--- src/rtl/pll_seq_pkg.sv ---
// Shared types for the PLL reprogramming sequencer: FSM state encoding,
// request/response records and small constant helpers.
// Latency: n/a (types only). Backpressure: n/a.
package pll_seq_pkg;

    typedef enum logic [2:0] {
        ST_IDLE      = 3'd0,
        ST_BYPASS    = 3'd1,
        ST_PROGRAM   = 3'd2,
        ST_WAIT_LOCK = 3'd3,
        ST_SETTLE    = 3'd4,
        ST_SWITCH    = 3'd5,
        ST_RESP      = 3'd6
    } pll_seq_state_e;

    // Request fields are stored at a fixed maximum width and cast down to
    // the instance parameters (index <= 8 bits, divider <= 32 bits).
    localparam int ReqIdxW = 8;
    localparam int ReqDivW = 32;

    typedef struct packed {
        logic [ReqIdxW-1:0] pll;
        logic [ReqDivW-1:0] div;
    } pll_req_t;

    typedef struct packed {
        logic valid;
        logic err;
    } pll_rsp_t;

    // Cycle-count parameters of 0 behave as 1.
    function automatic int eff(input int p);
        return (p < 1) ? 1 : p;
    endfunction

    function automatic int max2(input int a, input int b);
        return (a > b) ? a : b;
    endfunction

endpackage

--- src/rtl/pll_lock_monitor.sv ---
// Lock qualification: blanks lock after programming, counts consecutive
// lock-high cycles and the overall lock timeout. Flags are combinational
// on the counters, so the FSM reacts in the cycle the condition occurs.
//
// Ports: i_clk/i_rst_n clock and async active-low reset; i_start clears all
// counters (PROGRAM cycle); i_active marks WAIT_LOCK/SETTLE cycles; i_lock
// is the selected PLL's lock; o_lock_ok = lock seen outside blanking;
// o_done = settle run complete this cycle; o_timeout = last allowed cycle.
module pll_lock_monitor #(
    parameter int LockBlank    = 4,
    parameter int LockTimeout  = 1024,
    parameter int SettleCycles = 16,
    parameter int CntW         = 11
) (
    input  logic i_clk,
    input  logic i_rst_n,
    input  logic i_start,
    input  logic i_active,
    input  logic i_lock,
    output logic o_lock_ok,
    output logic o_done,
    output logic o_timeout
);

    logic [CntW-1:0] r_blank_cnt;
    logic [CntW-1:0] r_settle_cnt;
    logic [CntW-1:0] r_to_cnt;
    logic            w_blank;
    logic            w_lock_ok;

    // Blanking only applies right after programming; it is not re-armed
    // when SETTLE falls back to WAIT_LOCK.
    assign w_blank   = (r_blank_cnt != CntW'(LockBlank));
    assign w_lock_ok = i_active && !w_blank && i_lock;

    assign o_lock_ok = w_lock_ok;
    // The detecting WAIT_LOCK cycle counts as the first settle cycle.
    assign o_done    = w_lock_ok && (r_settle_cnt == CntW'(SettleCycles - 1));
    assign o_timeout = i_active && (r_to_cnt == CntW'(LockTimeout - 1));

    always_ff @(posedge i_clk or negedge i_rst_n) begin
        if (!i_rst_n) begin
            r_blank_cnt  <= '0;
            r_settle_cnt <= '0;
            r_to_cnt     <= '0;
        end else if (i_start) begin
            r_blank_cnt  <= '0;
            r_settle_cnt <= '0;
            r_to_cnt     <= '0;
        end else if (i_active) begin
            if (w_blank) begin
                r_blank_cnt <= r_blank_cnt + CntW'(1);
            end
            // Timeout spans WAIT_LOCK and SETTLE and is never restarted
            // by a lock drop; the FSM leaves before it can wrap.
            r_to_cnt     <= r_to_cnt + CntW'(1);
            r_settle_cnt <= w_lock_ok ? (r_settle_cnt + CntW'(1)) : '0;
        end
    end

endmodule

--- src/rtl/pll_seq_ctrl.sv ---
// Sequencer that safely reprograms one of NumPlls PLLs: bypass to ref, write divider, wait lock, switch back.
// Latency: SwitchCycles bypass + 1 program + lock/settle (<= LockTimeout) + SwitchCycles; bad index answers next cycle.
// Backpressure: one request in flight; req_ready_o only in IDLE, response held in RESP until rsp_ready_i.
//
// Ports: clk_i, rst_ni (async active-low); req_valid_i/req_ready_o/req_pll_i/req_div_i
// request; rsp_valid_o/rsp_ready_i/rsp_err_o response; pll_div_o, pll_cfg_we_o,
// pll_lock_i, clk_sel_o per-PLL controls (clk_sel 1 = PLL output); busy_o.
module pll_seq_ctrl
    import pll_seq_pkg::*;
#(
    parameter int                NumPlls      = 3,
    parameter int                DivWidth     = 8,
    parameter logic [DivWidth-1:0] DefaultDiv = 8'd1,
    parameter int                SwitchCycles = 4,
    parameter int                LockBlank    = 4,
    parameter int                LockTimeout  = 1024,
    parameter int                SettleCycles = 16,
    localparam int               IdxW         = (NumPlls > 1) ? $clog2(NumPlls) : 1
) (
    input  logic                              clk_i,
    input  logic                              rst_ni,
    input  logic                              req_valid_i,
    output logic                              req_ready_o,
    input  logic [IdxW-1:0]                   req_pll_i,
    input  logic [DivWidth-1:0]               req_div_i,
    output logic                              rsp_valid_o,
    input  logic                              rsp_ready_i,
    output logic                              rsp_err_o,
    output logic [NumPlls-1:0][DivWidth-1:0]  pll_div_o,
    output logic [NumPlls-1:0]                pll_cfg_we_o,
    input  logic [NumPlls-1:0]                pll_lock_i,
    output logic [NumPlls-1:0]                clk_sel_o,
    output logic                              busy_o
);

    localparam int SwEff = eff(SwitchCycles);
    localparam int LbEff = eff(LockBlank);
    localparam int LtEff = eff(LockTimeout);
    localparam int StEff = eff(SettleCycles);
    localparam int MaxP  = max2(max2(SwEff, LbEff), max2(LtEff, StEff));
    localparam int CntW  = $clog2(MaxP) + 1;
    localparam logic [IdxW:0] NumPllsW = (IdxW + 1)'(NumPlls);

    pll_seq_state_e                     r_state;
    pll_req_t                           r_req;
    pll_rsp_t                           r_rsp;
    logic [CntW-1:0]                    r_sw_cnt;
    logic                               r_req_ready;
    logic                               r_busy;
    logic [NumPlls-1:0]                 r_clk_sel;
    logic [NumPlls-1:0][DivWidth-1:0]   r_div;
    logic [NumPlls-1:0]                 r_cfg_we;

    logic [IdxW-1:0] w_idx;
    logic            w_lock;
    logic            w_start;
    logic            w_active;
    logic            w_lock_ok;
    logic            w_done;
    logic            w_timeout;
    logic            w_bad_idx;
    logic            w_sw_last;

    assign w_idx     = IdxW'(r_req.pll);
    assign w_lock    = pll_lock_i[w_idx];
    assign w_start   = (r_state == ST_PROGRAM);
    assign w_active  = (r_state == ST_WAIT_LOCK) || (r_state == ST_SETTLE);
    assign w_bad_idx = ({1'b0, req_pll_i} >= NumPllsW);
    assign w_sw_last = (r_sw_cnt == CntW'(SwEff - 1));

    pll_lock_monitor #(
        .LockBlank    (LbEff),
        .LockTimeout  (LtEff),
        .SettleCycles (StEff),
        .CntW         (CntW)
    ) u_lock_mon (
        .i_clk     (clk_i),
        .i_rst_n   (rst_ni),
        .i_start   (w_start),
        .i_active  (w_active),
        .i_lock    (w_lock),
        .o_lock_ok (w_lock_ok),
        .o_done    (w_done),
        .o_timeout (w_timeout)
    );

    always_ff @(posedge clk_i or negedge rst_ni) begin
        if (!rst_ni) begin
            r_state     <= ST_IDLE;
            r_req       <= '0;
            r_rsp       <= '0;
            r_sw_cnt    <= '0;
            r_req_ready <= 1'b1;
            r_busy      <= 1'b0;
            r_clk_sel   <= '0;
            r_div       <= {NumPlls{DefaultDiv}};
            r_cfg_we    <= '0;
        end else begin
            // Write strobe is a single-cycle pulse.
            r_cfg_we <= '0;
            case (r_state)
                ST_IDLE: begin
                    if (req_valid_i && r_req_ready) begin
                        r_req.pll   <= ReqIdxW'(req_pll_i);
                        r_req.div   <= ReqDivW'(req_div_i);
                        r_req_ready <= 1'b0;
                        r_busy      <= 1'b1;
                        if (w_bad_idx) begin
                            r_state <= ST_RESP;
                            r_rsp   <= '{valid: 1'b1, err: 1'b1};
                        end else begin
                            // Mux moves to ref from the first BYPASS cycle.
                            r_state              <= ST_BYPASS;
                            r_clk_sel[req_pll_i] <= 1'b0;
                            r_sw_cnt             <= '0;
                        end
                    end
                end
                ST_BYPASS: begin
                    if (w_sw_last) begin
                        r_state         <= ST_PROGRAM;
                        r_sw_cnt        <= '0;
                        r_div[w_idx]    <= DivWidth'(r_req.div);
                        r_cfg_we[w_idx] <= 1'b1;
                    end else begin
                        r_sw_cnt <= r_sw_cnt + CntW'(1);
                    end
                end
                ST_PROGRAM: begin
                    r_state <= ST_WAIT_LOCK;
                end
                ST_WAIT_LOCK, ST_SETTLE: begin
                    // A settle run completing on the last allowed cycle wins.
                    if (w_done) begin
                        r_state  <= ST_SWITCH;
                        r_sw_cnt <= '0;
                    end else if (w_timeout) begin
                        r_state <= ST_RESP;
                        r_rsp   <= '{valid: 1'b1, err: 1'b1};
                    end else if (r_state == ST_WAIT_LOCK) begin
                        if (w_lock_ok) begin
                            r_state <= ST_SETTLE;
                        end
                    end else if (!w_lock) begin
                        r_state <= ST_WAIT_LOCK;
                    end
                end
                ST_SWITCH: begin
                    if (w_sw_last) begin
                        r_state          <= ST_RESP;
                        r_clk_sel[w_idx] <= 1'b1;
                        r_rsp            <= '{valid: 1'b1, err: 1'b0};
                    end else begin
                        r_sw_cnt <= r_sw_cnt + CntW'(1);
                    end
                end
                ST_RESP: begin
                    if (rsp_ready_i) begin
                        r_state     <= ST_IDLE;
                        r_rsp       <= '0;
                        r_busy      <= 1'b0;
                        r_req_ready <= 1'b1;
                    end
                end
                default: begin
                    r_state     <= ST_IDLE;
                    r_rsp       <= '0;
                    r_busy      <= 1'b0;
                    r_req_ready <= 1'b1;
                end
            endcase
        end
    end

    assign req_ready_o  = r_req_ready;
    assign rsp_valid_o  = r_rsp.valid;
    assign rsp_err_o    = r_rsp.err;
    assign pll_div_o    = r_div;
    assign pll_cfg_we_o = r_cfg_we;
    assign clk_sel_o    = r_clk_sel;
    assign busy_o       = r_busy;

endmodule

--- config.mk ---
export PLATFORM = sky130hd
export DESIGN_NAME = pll_seq_ctrl
export DESIGN_NICKNAME = d
export VERILOG_FILES = /design/src/rtl/pll_seq_pkg.sv /design/src/rtl/pll_lock_monitor.sv /design/src/rtl/pll_seq_ctrl.sv
export SDC_FILE = /design/constraint.sdc
export NUM_CORES = 1
export LEC_CHECK = 0
export CORE_UTILIZATION = 41
export DETAILED_ROUTE_END_ITERATION = 7
export PLACE_DENSITY = 0.6
export SLEW_MARGIN = 20
export SYNTH_ARGS = -nofsm -noshare
export SYNTH_HDL_FRONTEND = slang
export SYNTH_SLANG_ARGS = --single-unit
--- constraint.sdc ---
create_clock -name clk_i -period 5.47 [get_ports clk_i]
set_clock_uncertainty 0.05 [all_clocks]
set_input_delay 0.547 -clock clk_i [delete_from_list [all_inputs] [get_ports clk_i]]
set_output_delay 0.547 -clock clk_i [all_outputs]
set_load 0.05 [all_outputs]
# ---- Word-level counts from Yosys, hierarchy flattened
# Cells that the tools add are included.
dict set report word_totals {
  in_bits 17
  reg_bits 91
  wordCells 130
}
dict set report classes {
  bitwise 5
  n_reduce_logical 25
  n_lt_le_gt_ge 5
  n_addsub 4
  n_eq_ne 22
  muxes 53
}
# cell count
set ops {}
lappend ops {{$mux 11} 13}
lappend ops {{$mux 3} 15}
lappend ops {{$add 11x1->11 const B} 4}
lappend ops {{$pmux 11 s4} 1}
lappend ops {{$bwmux 24} 1}
lappend ops {{$pmux 3 s6} 1}
lappend ops {{$demux 8 s2} 1}
lappend ops {{$ne 2x2->1 const B} 8}
lappend ops {{$mux 2} 6}
lappend ops {{$eq 11x10->1 const B} 1}
lappend ops {{$eq 11x2->1 const B} 1}
lappend ops {{$eq 11x4->1 const B} 1}
lappend ops {{$ne 11x3->1 const B} 1}
lappend ops {{$pmux 2 s5} 1}
lappend ops {{$eq 3x3->1 const B} 3}
lappend ops {{$mux 8} 1}
lappend ops {{$logic_and 1x1->1} 7}
lappend ops {{$mux 1} 7}
lappend ops {{$reduce_and 7->1} 1}
lappend ops {{$eq 3x2->1 const B} 2}
lappend ops {{$lt 2x3->1 const B} 2}
lappend ops {{$pmux 1 s3} 2}
lappend ops {{$pmux 3 s2} 1}
lappend ops {{$reduce_and 2->1} 3}
lappend ops {{23 further kinds} 30}

# ---- Depth between registers and ports, before layout
# Gate-level depths: netlist of the first run.
dict set report depth {
  depth_word 9
  mapped_depth 9
  ltp_nobuf 8
}

# ---- Cells and area by module
# Synthesis of the first run repeated with hierarchy kept, for this count alone.
dict set report hier_totals {
  hier_cells 426
  hier_area_um2 4579.4
}
# module area_per_inst_um2 cells_each n_inst seq_area_each_um2
set by_module_without_submodules {}
lappend by_module_without_submodules {pll_seq_ctrl 2802.7 239 1 1456.4}
lappend by_module_without_submodules {pll_lock_monitor 1776.7 187 1 825.8}

# ---- Least setup slack after synthesis of the first run
# Ideal clock, no wire load.
dict set report synth_path {
  path_kind {flip-flop to flip-flop}
  start {register u_lock_mon.r_to_cnt[0]}
  end {register r_state[1]}
  setup_time_ns 0.121
  path_stages_with_launch 7
  arrival_time_ns 2.061
  path_slack_ns 3.238
  path_buffers 0
  path_cell_list {dfrtp_1 > ha_1 > nand3_2 > or4_4 > and3_2 > or4b_1 > a22o_1}
}
dict set report synth_between {
  elab_chain_cells 5
  word_cells_on_any_way 8
  classes_between {3 x eq/ne; 3 x mux; 2 x reduce/logical}
}
# element line_no
set synth_lines {}
lappend synth_lines {{from (decl)} pll_lock_monitor.sv:27} ;# logic [CntW-1:0] r_to_cnt;
lappend synth_lines {{from (signal assigned)} pll_lock_monitor.sv:56} ;# r_to_cnt <= r_to_cnt + CntW'(1);
lappend synth_lines {{$eq 11x10->1 (*)} pll_lock_monitor.sv:39} ;# assign o_timeout = i_active && (r_to_cnt == CntW'(LockTimeout - 1));
lappend synth_lines {{$logic_and 1x1->1 (*)} pll_lock_monitor.sv:39}
lappend synth_lines {{$mux 3} pll_seq_ctrl.sv:137} ;# end else if (w_timeout) begin
lappend synth_lines {{$mux 3} pll_seq_ctrl.sv:134} ;# if (w_done) begin
lappend synth_lines {{$pmux 3 s6} pll_seq_ctrl.sv:101} ;# case (r_state)
lappend synth_lines {{to (signal assigned)} pll_seq_ctrl.sv:135} ;# r_state <= ST_SWITCH;
lappend synth_lines {{to (signal assigned)} pll_seq_ctrl.sv:138} ;# r_state <= ST_RESP;
lappend synth_lines {{to (signal assigned)} pll_seq_ctrl.sv:142} ;# r_state <= ST_SETTLE;
lappend synth_lines {{to (decl)} pll_seq_ctrl.sv:44} ;# pll_seq_state_e r_state;
# Mark *: on every way between the ends. The rest lies on a longest branch, timed or not.
# A chain may end at the register's enable or synchronous reset.

# ---- Worst setup path after layout of the first run
dict set report layout_path {
  start {register r_state[2]}
  end {register r_sw_cnt[9]}
}
dict set report layout_between {
  elab_chain_cells 7
  word_cells_on_any_way 17
  classes_between {8 x eq/ne; 1 x mux; 8 x reduce/logical}
}
# element line_no
set layout_lines {}
lappend layout_lines {{from (signal assigned)} pll_seq_ctrl.sv:89} ;# r_state <= ST_IDLE;
lappend layout_lines {{from (signal assigned)} pll_seq_ctrl.sv:109} ;# r_state <= ST_RESP;
lappend layout_lines {{from (signal assigned)} pll_seq_ctrl.sv:113} ;# r_state <= ST_BYPASS;
lappend layout_lines {{$eq 3x2->1 or $eq 3x3->1 (tied branches)} {pll_seq_ctrl.sv:67, pll_seq_ctrl.sv:101}}
lappend layout_lines {{$logic_or 1x1->1} pll_seq_ctrl.sv:67} ;# assign w_active = (r_state == ST_WAIT_LOCK) || (r_state == ST_SETTLE);
lappend layout_lines {{$logic_and 1x1->1 (2 in a row)} pll_lock_monitor.sv:34} ;# assign w_lock_ok = i_active && !w_blank && i_lock;
lappend layout_lines {{$logic_and 1x1->1} pll_lock_monitor.sv:38} ;# assign o_done = w_lock_ok && (r_settle_cnt == CntW'(SettleCycles - 1));
lappend layout_lines {{$ne 2x1->1 (no source line)} n/a}
lappend layout_lines {{$reduce_and 5->1 (no source line)} n/a}
lappend layout_lines {{to (signal assigned)} pll_seq_ctrl.sv:126} ;# r_sw_cnt <= r_sw_cnt + CntW'(1);
lappend layout_lines {{to (signal assigned)} pll_seq_ctrl.sv:154} ;# r_sw_cnt <= r_sw_cnt + CntW'(1);
lappend layout_lines {{to (decl)} pll_seq_ctrl.sv:47} ;# logic [CntW-1:0] r_sw_cnt;
# Parallel ways exist; a longest one is shown, timed or not.

==> results of run 1 <==
[where the power goes]
group	internal [W]	switching [W]
combinational	0.000290	0.000502
clock	0.000225	0.000273
sequential	0.000795	0.000150
total	0.00131	0.000925
[metal layers]
| layer | global-route usage, % | share of wire (%) | vias to the layer above |
|---|---|---|---|
| met5 | 0 | 0 | - |
| met4 | 5.46 | 0.95 | 0 |
| met3 | 7.23 | 6.1 | 8 |
| met2 | 28.5 | 47 | 80 |
| met1 | 24.6 | 46 | 1724 |
| li1 | - | - | 1662 |
[registers in the layout (all words and copies together) (netlist names)]
signal and flops:
rsp_valid_o 1, r_req 10, u_lock_mon.r_settle_cnt 11, u_lock_mon.r_to_cnt 11, pll_div_o 24, pll_cfg_we_o 3, r_sw_cnt 11, clk_sel_o 3
r_state 3, req_ready_o 1, rsp_err_o 1, busy_o 1, u_lock_mon.r_blank_cnt 11
[worst min-delay path by stage]
stage	start	to	slack, ps	cells after the start
floorplan	rst_ni	busy_o	200	0
global placement	u_lock_mon.r_settle_cnt[3]	u_lock_mon.r_settle_cnt[3]	430	1
detailed placement	rsp_err_o	rsp_err_o	430	1
CTS	rst_ni	r_state[0]	20	1
global route	rst_ni	r_state[0]	30	1
finish	rst_ni	r_state[0]	20	1
[logic make-up after synthesis]
family / count (synthesis) / synth area share (%)
simple gates: 172 / 20.4
compound gates: 95 / 12.7
flops: 91 / 51.4
mux: 38 / 9.49
buf+inv: 21 / 2.06
xor+xnor: 13 / 2.56
fa+ha+maj: 5 / 1.41
[through the flow]
stage	cell area, um2	std cells	setup WS (ps)	hold WS, ps
floorplan	4440	435	3240	201
global placement	5060	610	2260	431
detailed placement	5060	610	2140	434
CTS	5280	626	2150	19.6
global route	5290	626	2320	27.3
finish	5290	626	2560	20.3
[synthesized netlist by cell type, drive strengths merged, types with 4 or more instances]
master  count  area (um2)
nand3b      4        30.0
buf         7        38.8
nor2       40         150
ha          5        62.6
and3       21         135
nor4        7        65.1
a31oi       5        31.3
inv         8        30.0
a21oi      10        50.1
nor3        4        31.3
o21ai      56         280
o21a        5        37.5
xor2        4        35.0
nand2b      4        25.0
o31ai       5        37.5
nand2      52         198
dfrtp      87        2180
nand4       6        37.5
xnor2       9        78.8
mux2       33         372
clkbuf      6        22.5
mux2i       5        50.1
nor3b       6        45.0
dfstp       4         105
nand3      15        80.1
[area by class of cell]
type / instances / area share, %
flip-flops and latches: 91 / 43.1
clock buffers: 9 / 2.34
multi-input cells: 323 / 39.3
inverters: 8 / 0.568
well taps: 136 / 3.22
clock inverters: 7 / 1.80
repair buffers: 52 / 9.69
[worst max-delay path, cell delays in order, from the launching register on]
cell                      delay [ps]
sky130_fd_sc_hd__dfrtp_1         710
sky130_fd_sc_hd__and3b_1         250
sky130_fd_sc_hd__nor2_1          680
sky130_fd_sc_hd__nor4_2          200
sky130_fd_sc_hd__nor3b_2         640
sky130_fd_sc_hd__o21ai_0         200
sky130_fd_sc_hd__o21ai_0         100
==> parameters.txt, run 1 <==
Parameter                              Value

Global routing
  Antenna violations before repair ... 0
  Global-route congestion overflow total ... 0
  Global router's overall resource usage ... 18.7%
  Global-route wire length before repair ... 16,400 um
  Via count of the first global-routing pass ... 3,349
  Pin count of the biggest net entering global routing ... 65

Worst setup path
  Last element of the critical path ... r_sw_cnt[9]
  Data required time of the worst path ... 5720 ps
  Worst-case reg-to-reg path depth ... 6
  Arrival time at the worst endpoint ... 3170 ps
  Startpoint types ... flop
  Internal reg-to-reg setup slack ... 2560 ps
  Max Fanout on Critical Path ... 20
  Endpoint class of the critical path ... flop
  Endpoint of the lowest-slack register-to-register path ... r_sw_cnt[9]
  Worst setup startpoint ... r_state[2]
  R2r startpoint ... r_state[2]
  Type of the setup path with the least slack ... reg2reg

Synthesis
  Mapped cell area ... 4440 um2
  Number of nets produced by synthesis ... 457
  EDFF count, synth ... 0
  Number of cells produced by synthesis ... 435
  Unique masters post-synth ... 57
  Synth Area per Inst ... 10.2 um2
  Warnings, synthesis ... 0
  Flip-flop and latch count after synthesis ... 91
  Primary flip-flop cell chosen by synthesis mapping ... sky130_fd_sc_hd__dfrtp_1
  Portion of the post-synthesis area used by sequential elements ... 51.4%
  Fraction of synthesis flops using an asynchronous set or reset pin ... 100%

CTS
  Clock-pin slew on the worst setup and hold paths ... 110 ps
  CTS H-Tree Depth ... 3
  Number of post-CTS setup repair buffers ... 0
  TritonCTS clock tree ... yes
  Total number of clock tree sinks ... 91
  TritonCTS Buffers ... 9
  Number of buffers on the longest clock path ... 2
  Clock latency reported for the late side of the worst-skew pair ... 380 ps
  Root buffer selected by CTS ... sky130_fd_sc_hd__clkbuf_8
  Quantity of hold-fixing buffers added after cts ... 0
  CTS resizes ... 0

Pwr
  Power per unit of standard cell area ... 422 nW/um2
  Post-layout total power ... 0.00223 W
  Peak supply drop ... 0.000227 V
  Leakage power ... 2.32 nW

Layout
  Commonest non-fill, non-tap cell in the layout ... sky130_fd_sc_hd__dfrtp_1
  Number of antenna repair diodes ... 0
  Total area of sequential cells ... 2280 um2
  Share of cells above drive strength 1 ... 14.3%
  Commonest cells after routing, fill and taps aside ... 87 x sky130_fd_sc_hd__dfrtp_1, 55 x sky130_fd_sc_hd__o21ai_0, 51 x sky130_fd_sc_hd__nand2_1, 49 x sky130_fd_sc_hd__clkdlybuf4s50_1, 39 x sky130_fd_sc_hd__nor2_1
  Utilization after layout ... 50.8%
  Filler cell count ... 955
  Multi-input gate area ... 2080 um2
  Final-stage net count ... 507
  Growth of design area from synthesis to finish ... 19.1%

Timing
  Final Max Slew Viols ... 0
  Rel. slew slack ... 41.6%
  Actual slew at the worst max-slew pin ... 873 ps
  Unrepaired setup endpoints after global routing ... no
  Upper clock frequency limit ... 343 MHz
  Post-Route Setup TNS ... 0 ps
  Number of endpoints with negative hold slack in the final report ... 0
  Minimum clock period ... 2910 ps
  Post-route fraction of the period consumed by the critical path ... 53.2%
  Final Setup Violations ... 0

Placed design
  Count of buffers inserted at the top-level ports ... 50
  GP Congestion ... 0.843
  HPWL after DPL ... 6630 um

Floorplanning
  Starting utilization of the core area ... 42.7%
  Width of the die ... 106 um
  Die height ... 106 um
  # rows ... 37
  Top-level port count ... 51
  Area of the die ... 11,300 um2
  Core ar. ... 10,400 um2

Routing
  Number of DRC markers in iteration 0 ... 192
  Number of remaining DRC errors ... 0
  Number of iterations in the first detailed-routing pass ... 4
  DRT Wirelength ... 9750 um
  Average vias per placed instance ... 5.55
  Average wire per standard cell ... 15.6 um
  Number of vias in the routed layout ... 3,474
  Antenna violation net count after detailed routing ... 0

Run
  Maximum capacitance violations ... 0

Min path
  Type of the most critical hold path ... in2async

Run status
  Outcome ... finished clean
Power figures use the tool's default switching activity.
==> run 2: changes to the inputs <==
--- a/config.mk
+++ b/config.mk
@@ -7,7 +7,7 @@
 export LEC_CHECK = 0
 export CORE_UTILIZATION = 41
 export DETAILED_ROUTE_END_ITERATION = 7
-export PLACE_DENSITY = 0.6
+export PLACE_DENSITY = 0.63
 export SLEW_MARGIN = 20
 export SYNTH_ARGS = -nofsm -noshare
 export SYNTH_HDL_FRONTEND = slang
==> constraint.sdc (replaced) <==
create_clock -name clk_i -period 2.45 [get_ports clk_i]
set_clock_uncertainty 0.05 [all_clocks]
set_input_delay 0.245 -clock clk_i [delete_from_list [all_inputs] [get_ports clk_i]]
set_output_delay 0.245 -clock clk_i [all_outputs]
set_load 0.05 [all_outputs]
==> run 2 against run 1 <==
- non-clock buffer count grew 30
- cell area grew 4.8%
- global-route usage is 0.16 points lower
- register-to-register slack got worse by 2500 ps
- final cell count up 4.8%
- sequential share of layout area down 2.0 points
- combinational power rose to 2.7 times the previous value
- via count shrank 0.29%
- worst hold slack better by 240 ps
- highest routed layer unchanged
==> parameters.txt, run 2 (same netlist as run 1, synthesis figures left out) <==
Parameter                              Value

Run status
  Outcome ... finished clean

Routing
  Average vias per placed instance ... 5.28
  Average wire per standard cell ... 15.0 um
  Antenna violation net count after detailed routing ... 0
  Number of vias in the routed layout ... 3,464
  Number of iterations in the first detailed-routing pass ... 5
  DRT Wirelength ... 9820 um
  Number of remaining DRC errors ... 0
  Number of DRC markers in iteration 0 ... 263

Pwr
  Combinational cell fraction of total power ... 40.7%
  Power per unit of standard cell area ... 940 nW/um2
  Switching part of the total power ... 40.0%
  Switching power total ... 0.00209 W
  Int Power ... 0.00313 W
  Peak supply drop ... 0.000427 V
  Seq pwr share ... 38.9%
  Leakage power ... 2.46 nW
  Proportion of power drawn by the clock network ... 20.4%

Worst setup path
  Data required time of the worst path ... 2660 ps
  R2r startpoint ... r_sw_cnt[1]
  Worst setup startpoint ... r_sw_cnt[1]
  Cell Chain, Critical Path ... ha_2, nand2b_1, nand3b_1, or3_4, nor3b_4, buf_2, mux2_2
  Max Fanout on Critical Path ... 6
  Endpoint class of the critical path ... flop
  Startpoint types ... flop
  Delay contributed by the slowest stage of the critical path ... 430 ps
  Type of the setup path with the least slack ... reg2reg
  Slowest cell on the critical path ... sky130_fd_sc_hd__or3_4
  WP buf/inv ... 1
  Largest delay share family, worst path ... simple AND/OR/NAND/NOR gates
  Arrival time at the worst endpoint ... 2560 ps

Global routing
  Global-route congestion overflow total ... 0
  Antenna violations before repair ... 0
  Global-route wire length before repair ... 16,500 um
  Via count of the first global-routing pass ... 3,347
  Global router's overall resource usage ... 18.5%
  Pin count of the biggest net entering global routing ... 72

Timing
  Final Max Slew Viols ... 0
  Post-route fraction of the period consumed by the critical path ... 96.1%
  Actual slew at the worst max-slew pin ... 676 ps
  Post-Route Setup TNS ... 0 ps
  Number of endpoints with negative hold slack in the final report ... 0
  Upper clock frequency limit ... 425 MHz
  Final Setup Violations ... 0
  Rel. slew slack ... 54.9%
  Minimum clock period ... 2350 ps

Floorplanning
  Core ar. ... 10,400 um2
  Width of the die ... 106 um
  Top-level port count ... 51
  # rows ... 37
  Die height ... 106 um
  Starting utilization of the core area ... 42.7%
  Area of the die ... 11,300 um2

Placed design
  Count of buffers inserted at the top-level ports ... 50
  GP Congestion ... 0.823
  HPWL after DPL ... 6680 um

CTS
  TritonCTS clock tree ... yes
  Clock-pin slew on the worst setup and hold paths ... 100 ps
  Root buffer selected by CTS ... sky130_fd_sc_hd__clkbuf_8
  CTS H-Tree Depth ... 3
  TritonCTS Buffers ... 9
  Clock latency reported for the late side of the worst-skew pair ... 360 ps
  Total number of clock tree sinks ... 91
  Number of buffers on the longest clock path ... 2

Layout
  Filler cell count ... 955
  Max FFs per register ... 24
  Utilization after layout ... 53.2%
  Final-stage net count ... 537
  Commonest cells after routing, fill and taps aside ... 86 x sky130_fd_sc_hd__dfrtp_1, 55 x sky130_fd_sc_hd__o21ai_0, 51 x sky130_fd_sc_hd__nand2_1, 49 x sky130_fd_sc_hd__clkdlybuf4s50_1, 39 x sky130_fd_sc_hd__nor2_1
  Share of cells above drive strength 1 ... 20.4%
  Multi-input gate area ... 2110 um2
  Total area of sequential cells ... 2280 um2
  Number of antenna repair diodes ... 0
  Growth of design area from synthesis to finish ... 24.8%
  Commonest non-fill, non-tap cell in the layout ... sky130_fd_sc_hd__dfrtp_1

Min path
  Type of the most critical hold path ... in2async

Run
  Maximum capacitance violations ... 0
==> run 2: timing repair <==
action / CTS / global route
hold endpoints to repair: 20 / 0
setup endpoints to repair: 11 / 13
buffers inserted: 0 / 4
pin swaps: 0 / 3
hold buffers: 1 / 0
gates cloned: 0 / 1
gates resized for setup: 1 / 9
==> run 2: final cells by class <==
| class | count | area share, % |
|---|---|---|
| sequential | 91 | 41.2 |
| multi-input combinational | 323 | 38.0 |
| timing repair buffer | 82 | 13.5 |
| tap | 136 | 3.07 |
| clock buffer | 9 | 2.23 |
| clock inverter | 7 | 1.47 |
| inverter | 8 | 0.541 |
==> run 2: worst paths after layout <==
kind,endpoint,slack (ps),depth (start not counted)
worst min register to register,rsp_valid_o,450,1
max in group asynchronous,pll_div_o[8],1380,3
worst max register to register,pll_div_o[19],100,7
worst max-delay path,pll_div_o[19],100,7
min in group clk_i,r_req[0],440,2
worst min-delay path,u_lock_mon.r_to_cnt[5],260,2
==> run 2: power by group through the flow <==
stage	registers [W]	clock network [W]	logic [W]
6_report	0.00203	0.00106	0.00212
5_1_grt	0.00207	0.00117	0.00233
4_1_cts	0.00203	0.00110	0.00204
3_5_place_dp	0.00205	0	0.00203
3_3_place_gp	0.00204	0	0.00200
2_1_floorplan	0.00226	0	0.00110
==> run 2: through the flow <==
| step | area, um2 | hold WS, ps | setup slack, ps | cells | power [W] |
|---|---|---|---|---|---|
| 2_1_floorplan | 4440 | -101 | 218 | 435 | 0.00336 |
| 3_3_place_gp | 5260 | 101 | -22.3 | 634 | 0.00404 |
| 3_5_place_dp | 5260 | 107 | -152 | 634 | 0.00408 |
| 4_1_cts | 5480 | 260 | 30.2 | 651 | 0.00517 |
| 5_1_grt | 5550 | 260 | -9.18 | 656 | 0.00557 |
| 6_report | 5550 | 261 | 96.2 | 656 | 0.00522 |
==> run 2: metal layers <==
layer	wire length, um	track usage (%)	up-vias
met5	0	0	-
met4	57	4.46	0
met3	540	6.74	4
met2	4390	26.8	55
met1	4830	26.3	1684
li1	-	-	1721
==> run 3: changes to the inputs <==
--- a/config.mk
+++ b/config.mk
@@ -7,6 +7,7 @@
 export LEC_CHECK = 0
 export CORE_UTILIZATION = 41
 export DETAILED_ROUTE_END_ITERATION = 7
+export GPL_TIMING_DRIVEN = 0
 export PLACE_DENSITY = 0.63
 export SLEW_MARGIN = 20
 export SYNTH_ARGS = -nofsm -noshare
==> run 3 against run 2 <==
- fmax fell by 0.91%
- power decreased by 1.9%
- global-route usage shrank 0.47 points
- register-to-register slack lost 20 ps
- non-clock buffer count is 5 lower
- first-iteration DRC count decreased by 39%
- combinational power shrank 4%
- critical endpoint is now r_state[1]
- highest routed layer unchanged
==> parameters.txt, run 3 (same netlist as run 1, synthesis figures left out) <==
Parameter                              Value

Run status
  Outcome ... finished clean

Floorplanning
  Top-level port count ... 51
  # rows ... 37
  Starting utilization of the core area ... 42.7%
  Width of the die ... 106 um
  Area of the die ... 11,300 um2
  Core ar. ... 10,400 um2
  Die height ... 106 um

Routing
  DRT Wirelength ... 9770 um
  Number of DRC markers in iteration 0 ... 160
  Number of iterations in the first detailed-routing pass ... 4
  Antenna violation net count after detailed routing ... 0
  Number of remaining DRC errors ... 0
  Average vias per placed instance ... 5.40
  Average wire per standard cell ... 15.0 um
  Number of vias in the routed layout ... 3,514

Pwr
  Switching power total ... 0.00208 W
  Switching part of the total power ... 40.7%
  Seq pwr share ... 39.2%
  Proportion of power drawn by the clock network ... 21.0%
  Peak supply drop ... 0.000499 V
  Power per unit of standard cell area ... 933 nW/um2
  Combinational cell fraction of total power ... 39.8%
  Int Power ... 0.00304 W
  Leakage power ... 2.43 nW

Timing
  Final worst hold slack ... 247 ps
  Minimum clock period ... 2380 ps
  Post-route fraction of the period consumed by the critical path ... 97.0%
  Final Setup Violations ... 0
  Upper clock frequency limit ... 421 MHz
  Rel. slew slack ... 53.1%
  Final Max Slew Viols ... 0
  Actual slew at the worst max-slew pin ... 703 ps
  Unrepaired setup endpoints after global routing ... no
  Number of endpoints with negative hold slack in the final report ... 0

Placed design
  GP Congestion ... 0.864
  HPWL after DPL ... 6550 um
  Count of buffers inserted at the top-level ports ... 50

CTS
  Number of buffers on the longest clock path ... 2
  Clock-pin slew on the worst setup and hold paths ... 100 ps
  Total number of clock tree sinks ... 91
  Root buffer selected by CTS ... sky130_fd_sc_hd__clkbuf_8
  TritonCTS Buffers ... 9
  Clock latency reported for the late side of the worst-skew pair ... 370 ps
  CTS H-Tree Depth ... 3
  TritonCTS clock tree ... yes

Worst setup path
  Cell Chain, Critical Path ... ha_2, nand3_2, or4_4, and3_2, or4b_1, a22o_1
  Endpoint of the lowest-slack register-to-register path ... r_state[1]
  R2r startpoint ... u_lock_mon.r_to_cnt[0]
  Startpoint types ... flop
  Worst-case reg-to-reg path depth ... 6
  Arrival time at the worst endpoint ... 2570 ps
  Data required time of the worst path ... 2650 ps
  Max Fanout on Critical Path ... 5
  Type of the setup path with the least slack ... reg2reg
  Delay contributed by the slowest stage of the critical path ... 590 ps
  Internal reg-to-reg setup slack ... 70 ps
  Endpoint class of the critical path ... flop
  Slowest cell on the critical path ... sky130_fd_sc_hd__or4_4

Global routing
  Global-route wire length before repair ... 16,300 um
  Via count of the first global-routing pass ... 3,413
  Global router's overall resource usage ... 18.1%
  Global-route congestion overflow total ... 0
  Antenna violations before repair ... 0
  Pin count of the biggest net entering global routing ... 69

Layout
  Commonest cells after routing, fill and taps aside ... 86 x sky130_fd_sc_hd__dfrtp_1, 55 x sky130_fd_sc_hd__o21ai_0, 50 x sky130_fd_sc_hd__nand2_1, 49 x sky130_fd_sc_hd__clkdlybuf4s50_1, 40 x sky130_fd_sc_hd__nor2_1
  Max FFs per register ... 24
  Commonest non-fill, non-tap cell in the layout ... sky130_fd_sc_hd__dfrtp_1
  Number of antenna repair diodes ... 0
  Filler cell count ... 954
  Utilization after layout ... 52.7%
  Share of cells above drive strength 1 ... 18.1%
  Final-stage net count ... 532
  Growth of design area from synthesis to finish ... 23.5%

Min path
  Type of the most critical hold path ... in2async

Run
  Maximum capacitance violations ... 0
## run 3: per-layer routing
| layer | share of wire [%] | track usage, % | vias up | wire length [um] |
|---|---|---|---|---|
| met5 | 0 | 0 | - | 0 |
| met1 | 47 | 24.0 | 1712 | 4630 |
| li1 | - | - | 1712 | - |
| met4 | 0.77 | 5.75 | 0 | 75 |
| met3 | 6.4 | 5.70 | 7 | 626 |
| met2 | 45 | 27.9 | 83 | 4440 |
## run 3: how the worst max path moves through the flow
stage               cells past startpoint       endpoint                      start  slack [ps]
floorplan                               6     r_state[1]     u_lock_mon.r_to_cnt[0]         220
global placement                        1  pll_div_o[12]                     rst_ni       -2360
detailed placement                      6  pll_div_o[13]                r_sw_cnt[0]         -30
CTS                                     7  pll_div_o[23]                r_sw_cnt[0]           7
global route                            8     r_state[1]  u_lock_mon.r_blank_cnt[0]           1
finish                                  6     r_state[1]     u_lock_mon.r_to_cnt[0]          70
## run 3: critical path, delay by kind of cell (launching register included)
kind / cells / cell delay [ps]
DFF: 1 / 370
adders and majority gates: 1 / 220
and+or+nand+nor: 4 / 1450
AOI/OAI and AO/OA: 1 / 190
## run 3: layout make-up
cell class	count	area, um2	area share (%)
sequential	91	2280	41.6
multi-input combinational	323	2110	38.4
timing repair buffer	64	627	11.4
tap	136	170	3.10
clock buffer	9	124	2.26
clock inverter	7	81.3	1.48
buffer	13	62.6	1.14
inverter	8	30.0	0.547
## run 3: power groups by stage
stage / registers, W / clock network (W) / logic [W]
floorplan: 0.00226 / 0 / 0.00110
global placement: 0.00202 / 0 / 0.00189
detailed placement: 0.00203 / 0 / 0.00192
CTS: 0.00201 / 0.00110 / 0.00194
global route: 0.00205 / 0.00116 / 0.00224
finish: 0.00201 / 0.00107 / 0.00204
## run 3: per-stage QoR
stage	instances	total power [W]	setup TNS, ps	worst slack, ps	area (um2)
4_1_cts	641	0.00505	0	7.04	5380
5_1_grt	651	0.00544	0	1.30	5490
2_1_floorplan	435	0.00336	0	218	4440
3_3_place_gp	621	0.00391	-209530	-2360	5110
6_report	651	0.00512	0	74.6	5490
3_5_place_dp	622	0.00395	-179	-31.5	5140
## run 3: repair_timing
action / CTS / global route
resized for setup: 1 / 11
setup buffers: 2 / 9
setup endpoints to repair: 11 / 29
pin swaps: 1 / 2
hold buffers: 1 / 0
hold endpoints to repair: 23 / 0
gates cloned: 0 / 1
